===== config.mk =====
export PLATFORM = sky130hd
export DESIGN_NAME = alu_issue_ctrl
export DESIGN_NICKNAME = d
export VERILOG_FILES = /design/src/rtl/alu_issue_ctrl.sv
export SDC_FILE = /design/constraint.sdc
export NUM_CORES = 1
export LEC_CHECK = 0
export CAP_MARGIN = 30
export CORE_MARGIN = 2
export CORE_UTILIZATION = 50
export CTS_CLUSTER_SIZE = 20
export DETAILED_ROUTE_END_ITERATION = 6
export DONT_BUFFER_PORTS = 1
export GPL_TIMING_DRIVEN = 1
export SYNTH_ARGS = -nofsm -noshare
export SYNTH_HDL_FRONTEND = slang
export SYNTH_SLANG_ARGS = --single-unit

===== constraint.sdc =====
create_clock -name clk -period 3.3 [get_ports clk]
set_clock_uncertainty 0.05 [all_clocks]
set_input_delay 0.66 -clock clk [delete_from_list [all_inputs] [get_ports clk]]
set_output_delay 0.66 -clock clk [all_outputs]
set_load 0.03 [all_outputs]

===== src/rtl/alu_issue_ctrl.sv =====
// Issue and write-back stage around a combinational ALU.
// A 4-entry register file supplies operands. Immediate loads retire in one
// cycle. An ALU op is captured into registered ALU inputs, spends one EXEC
// cycle while the ALU settles, and then writes its result back.
module alu_issue_ctrl #(
  parameter int unsigned WIDTH = 8,
  parameter int unsigned CNT_W = 16
) (
  input  logic             clk,
  input  logic             rst,
  input  logic             in_valid,
  output logic             in_ready,
  input  logic             in_load,
  input  logic [WIDTH-1:0] in_imm,
  input  logic [2:0]       in_opcode,
  input  logic             in_cin,
  input  logic [1:0]       in_ra,
  input  logic [1:0]       in_rb,
  input  logic [1:0]       in_rd,
  output logic [WIDTH-1:0] alu_a,
  output logic [WIDTH-1:0] alu_b,
  output logic [2:0]       alu_opcode,
  output logic             alu_cin,
  input  logic [WIDTH-1:0] alu_result,
  input  logic             alu_zero,
  output logic             zero_flag,
  output logic             done,
  output logic [CNT_W-1:0] retired,
  input  logic [1:0]       dbg_addr,
  output logic [WIDTH-1:0] dbg_data
);

  localparam logic [0:0] StIdle = 1'b0;
  localparam logic [0:0] StExec = 1'b1;

  logic [0:0]       state_q, state_d;
  logic [WIDTH-1:0] rf_q [4];
  logic [1:0]       rd_q, rd_d;
  logic [WIDTH-1:0] alu_a_q, alu_a_d;
  logic [WIDTH-1:0] alu_b_q, alu_b_d;
  logic [2:0]       alu_op_q, alu_op_d;
  logic             alu_cin_q, alu_cin_d;
  logic             zero_q, zero_d;
  logic             done_q, done_d;
  logic [CNT_W-1:0] retired_q, retired_d;

  // Single register-file write port; loads and write-backs never coincide
  // because EXEC blocks new handshakes.
  logic             wr_en;
  logic [1:0]       wr_addr;
  logic [WIDTH-1:0] wr_data;

  logic accept;

  // Handshake is only possible while idle.
  always_comb begin
    in_ready = (state_q == StIdle);
    accept   = in_valid & in_ready;
  end

  // Next-state logic: issue, load retire and ALU write-back.
  always_comb begin
    state_d   = state_q;
    rd_d      = rd_q;
    alu_a_d   = alu_a_q;
    alu_b_d   = alu_b_q;
    alu_op_d  = alu_op_q;
    alu_cin_d = alu_cin_q;
    zero_d    = zero_q;
    done_d    = 1'b0;
    retired_d = retired_q;
    wr_en     = 1'b0;
    wr_addr   = in_rd;
    wr_data   = in_imm;

    case (state_q)
      StIdle: begin
        if (accept) begin
          if (in_load) begin
            wr_en     = 1'b1;
            wr_addr   = in_rd;
            wr_data   = in_imm;
            done_d    = 1'b1;
            retired_d = retired_q + CNT_W'(1);
          end else begin
            // Operands are read from the pre-write file contents.
            alu_a_d   = rf_q[in_ra];
            alu_b_d   = rf_q[in_rb];
            alu_op_d  = in_opcode;
            alu_cin_d = in_cin;
            rd_d      = in_rd;
            state_d   = StExec;
          end
        end
      end
      StExec: begin
        wr_en     = 1'b1;
        wr_addr   = rd_q;
        wr_data   = alu_result;
        zero_d    = alu_zero;
        done_d    = 1'b1;
        retired_d = retired_q + CNT_W'(1);
        state_d   = StIdle;
      end
      default: begin
        state_d = StIdle;
      end
    endcase
  end

  // Control and ALU-input registers with synchronous reset.
  always_ff @(posedge clk) begin
    if (rst) begin
      state_q   <= StIdle;
      rd_q      <= '0;
      alu_a_q   <= '0;
      alu_b_q   <= '0;
      alu_op_q  <= '0;
      alu_cin_q <= 1'b0;
      zero_q    <= 1'b0;
      done_q    <= 1'b0;
      retired_q <= '0;
    end else begin
      state_q   <= state_d;
      rd_q      <= rd_d;
      alu_a_q   <= alu_a_d;
      alu_b_q   <= alu_b_d;
      alu_op_q  <= alu_op_d;
      alu_cin_q <= alu_cin_d;
      zero_q    <= zero_d;
      done_q    <= done_d;
      retired_q <= retired_d;
    end
  end

  // Register file storage; reset clears all entries.
  always_ff @(posedge clk) begin
    if (rst) begin
      for (int i = 0; i < 4; i++) begin
        rf_q[i] <= '0;
      end
    end else if (wr_en) begin
      rf_q[wr_addr] <= wr_data;
    end
  end

  // Output mapping and combinational debug read.
  always_comb begin
    alu_a      = alu_a_q;
    alu_b      = alu_b_q;
    alu_opcode = alu_op_q;
    alu_cin    = alu_cin_q;
    zero_flag  = zero_q;
    done       = done_q;
    retired    = retired_q;
    dbg_data   = rf_q[dbg_addr];
  end

endmodule


Yosys cells after proc, flatten, opt, wreduce, memory -nomap -nowiden
Memory sizes are Yosys's and may differ from the RTL's. A register that Yosys moved wholly into a read port is not among the register bits.
Cells that the tools add are included.
Word-level totals
  flip-flop bits (word level): 25
  bits in writable memories: 32
  output and inout port bits: 47
  memories: 1
Memory list
  rf_q: depth 4, bits a word 8, rd ports 3, clocked after memory_dff 2, write ports 4, line 37  | logic [WIDTH-1:0] rf_q [4];
Cells by class
  add/sub/neg operators: 1
  equal/unequal tests: 2
  multiplexer cells: 19
  bitwise gates (word level): 3
  reduce and logical (&&, ||, !) cells: 3
Operators by type and width (count)
  $mux W16: 2
  $pmux W16 S2: 1
  $add A16 B1 Y16 const B: 1
  $pmux W8 S2: 1
  $mux W1: 10
  $mux W8: 1
  $reduce_or A8 Y1: 1
  $ne A2 B1 Y1 const B: 2
  $pmux W1 S2: 2
  $pmux W2 S2: 1
  $reduce_and A3 Y1: 1
  $mux W2: 1
  $not A1 Y1: 2
  $reduce_and A2 Y1: 1
  $and A1 B1 Y1: 1

Logic depth before layout (Yosys ltp)
  word-level depth: 9
  gate-level depth with buffers: 7
  depth with buffers taken out: 5

Worst setup path after synthesis
OpenSTA, ideal clock, no wires.
  path type: input to output
  start point: in dbg_addr[0]
  end point: out dbg_data[0]
  data arrival time: 1.751 ns
  data required time: 2.590 ns
  slack: 0.839 ns
  cell stages on the path: 2
  path through: clkbuf_1 > mux4_2
On the way
  cells in the longest elaborated chain, start to end: 1
RTL lines
  start, declared: line 29  | input logic [1:0] dbg_addr,
  $mem_v2 Z4 W8
  end, declared: line 30  | output logic [WIDTH-1:0] dbg_data
Every way passes these cells.

Final worst setup path
  start point: reg retired_q[3] (netlist: retired[3])
  end point: reg retired_q[15] (netlist: retired[15])
On the way
  cells in the longest elaborated chain, start to end: 4
RTL lines
  start, declared: line 45  | logic [CNT_W-1:0] retired_q, retired_d;
  start signal, assigned: line 132  | retired_q <= retired_d;
  $add A16 B1 Y16 (*): line 84, 102
  $mux W16: line 79  | if (in_load) begin
  $mux W16: line 78  | if (accept) begin
  $pmux W16 S2 (*): line 76  | case (state_q)
Mark *: on every way between the ends. The rest lies on a longest branch, timed or not. The select of a mux whose other input is x is not followed.
A chain may end at the register's enable or synchronous reset.

==> results by group <==
Floorplanning
  • Die area: 7470 um2
  • Num rows: 30
  • Core area: between 6000 and 7000 um2
  • Num ports: 80
  • Die Y: approximately 86 um
  • Initial Utilization: between 50% and 60%
  • Die Width: 86.5 um

Yosys
  • Net count after synthesis: 343
  • Synth Area in Compound Gates: under 10%
  • Synthesized area: ~3400 um2
  • Average instance area after synthesis: 11.0 um2
  • Synth Area in Adders: 0.368%
  • EDFF count, synth: 32
  • Yosys warns: 0
  • Synth Area in XOR/XNOR: 2.06%
  • Sequential share of the synthesized area: 52.4%
  • Post-synthesis cell count: 309
  • Post-synthesis mux area share: 19.8%
  • Largest family of logic cells by synthesized area: multiplexers
  • Post-Synth Simple-Gate Area: 17.2%
  • Main synth FF type: dfxtp_1
  • #FFs+latches synth: between 70 and 80
  • Distinct cell type count after synthesis: 32
  • Async SR Flop Fraction: 0%

Route
  • Drt pass-1 iters: 4
  • Via Count: 2,304
  • Final wirelength: 7680 um
  • DR iter-0 viols: 120
  • Remaining DRCs: 0
  • Via density: approximately 5.9
  • Drt wl/cell: 19.7 um
  • ANT nets after route: 0

Clock tree
  • H-tree depth: 3
  • CTS buffer count: 9
  • Hold_buf cts: 0
  • Clk buf depth: 2
  • Root Buffer: clkbuf_8
  • # resized after CTS: 0
  • Clock sinks: 73
  • Number of post-CTS setup repair buffers: 0
  • Reg clk slew, reported paths: 0.07 ns
  • Later-pin clock latency in the skew report: 0.34 ns
  • CTS tree: built

Worst setup path
  • Crit end category: register
  • Arr. time, crit path: 2.42 ns
  • Worst endpoint required time: 3.49 ns
  • Critical path startpoint category: register
  • Critical Path Fanout Max: 6
  • CP Class: register to register

Placed design
  • Port Buffers: 0
  • DP HPWL: 5220 um
  • GP Congestion: 0.809

Layout
  • Most common cell after layout, fill and taps aside: nand2_1
  • Nets@finish: 338
  • Register area: ~1800 um2
  • Diodes inserted: 0
  • Share of layout cells above drive strength 1: 14.9%
  • # fillers: 607
  • Most frequent cells in the layout: nand2_1, nor2_1, dfxtp_1
  • Syn-to-layout area delta: 6.04%
  • Footprint of the multi-input gates: 1530 um2

Timing
  • Slew Limit Fails: 0
  • Hold Fails Final Rpt: 0
  • Final critical-path share of the clock period: between 60% and 70%
  • Tmin final: 2.23 ns
  • Unrepaired setup endpoints after global routing: false
  • Hold WS: 0.330 ns
  • Least-Margin Pin Slew: roughly 0.99 ns
  • Setup TNS Final: 0 ns
  • FMAX: between 0.4 and 0.5 GHz
  • # setup viols final: 0
  • Max-slew headroom: 33.8%

Power
  • Leak: 0.00124 uW
  • Reg power frac: 57.8%
  • Sw Ratio: 26.2%
  • P_sw: 472 uW
  • PwrDens: 499 nW/um2
  • Maximum resistive drop on vdd: around 0.25 mV
  • Comb pwr share: 9.4%
  • Clock power frac: 32.7%
  • Int Power: 1330 uW

GRT
  • Vias in the first global route: approximately 2,100
  • Met2 Usage GRT: 32.2%
  • First-pass GRT wire length: between 10,000 and 15,000 um
  • Largest net degree at the start of global routing: 50
  • Grt ovf: 0
  • Aggregate global-route resource usage: 21.3%
  • M3 GR Usage: 6.95%
  • Initial antenna violation count: 0
  • Gr busiest metal: met2
  • Routing usage on met1: 28.8%

Hold path
  • Hold Crit Class: input port to register

Run
  • Max Cap Viol: 0

Outcome
  • Status: complete, no violations
cells in the mapped netlist, types with 2 or more instances:
cell      instances  area, um2
a21oi_1          28        140
and3_1            3       18.8
buf_1             6       22.5
clkbuf_1         12       45.0
dfxtp_1          41        821
edfxtp_1         32        961
inv_1             4       15.0
mux2_2            3       33.8
mux2i_1          10        100
mux4_2           24        541
nand2_1          51        191
nand2b_1          6       37.5
nand3_1           7       35.0
nand4_1           2       12.5
nor2_1           46        173
nor2b_1           3       18.8
nor3_1            2       10.0
nor3b_1           2       15.0
nor4b_1           2       17.5
o21ai_0           4       20.0
or3_1             4       25.0
xnor2_1           6       52.6
xor2_1            2       17.5
through the flow:
step	instances	setup WS (ns)	instance area [um2]	utilization [%]	total power, uW
after CTS	389	1.07	3600	54.0	1810
after detailed placement	373	0.843	3450	51.6	1230
final	389	1.07	3600	54.0	1800
after floorplan	309	0.839	3400	-	1210
after global placement	373	0.947	3450	51.6	1230
after global routing	389	0.883	3600	54.0	1880
cells by family after synthesis:
kind of cell	Yosys count
AO/OA/AOI/OAI	36
XOR/XNOR	8
adder cells (fa/ha/maj)	1
buffers and inverters	23
flip-flops	73
multiplexers	37
AND/OR/NAND/NOR	131
final timing paths:
path / startpoint / slack (ns) / cells after the start / to
max: retired[3] / 1.07 / 4 / retired[15]
min: rst / 0.33 / 1 / retired[8]
max reg2reg: retired[3] / 1.07 / 4 / retired[15]
min reg2reg: rd_q[0] / 0.42 / 2 / rd_q[0]
power groups by stage:
stage          registers (uW)  clock network, uW  logic [uW]
6_report                 1040                589         169
5_1_grt                  1050                645         184
4_1_cts                  1040                602         172
3_5_place_dp             1060                  0         171
3_3_place_gp             1060                  0         169
2_1_floorplan            1050                  0         159
per-layer routing:
layer  up-vias  share of wire (%)
met3         7                 10
met5         -                  0
met1      1114                 41
met2        90                 47
met4         0                1.1
li1       1093                  -
critical path, stage by stage, from the launching register on:
cell and delay [ns]:
dfxtp_1 0.60, nand4_1 0.27, nor4_1 0.73, nand3_1 0.17, mux2_2 0.30
sequential cells by signal (all words and copies together) (netlist names):
register    cells
alu_a           8
zero_flag       1
rf_q           32
alu_b           8
done            1
state_q         1
alu_opcode      3
alu_cin         1
retired        16
rd_q            2
area by class of cell:
type,instances,area share [%]
Sequential cell,73,49.4
Clock inverter,4,0.555
Timing Repair Buffer,3,0.625
Multi-Input combinational cell,213,42.5
Inverter,4,0.417
Tap cell,80,2.78
Clock buffer,12,3.75
(Power assumes the default switching activity.)
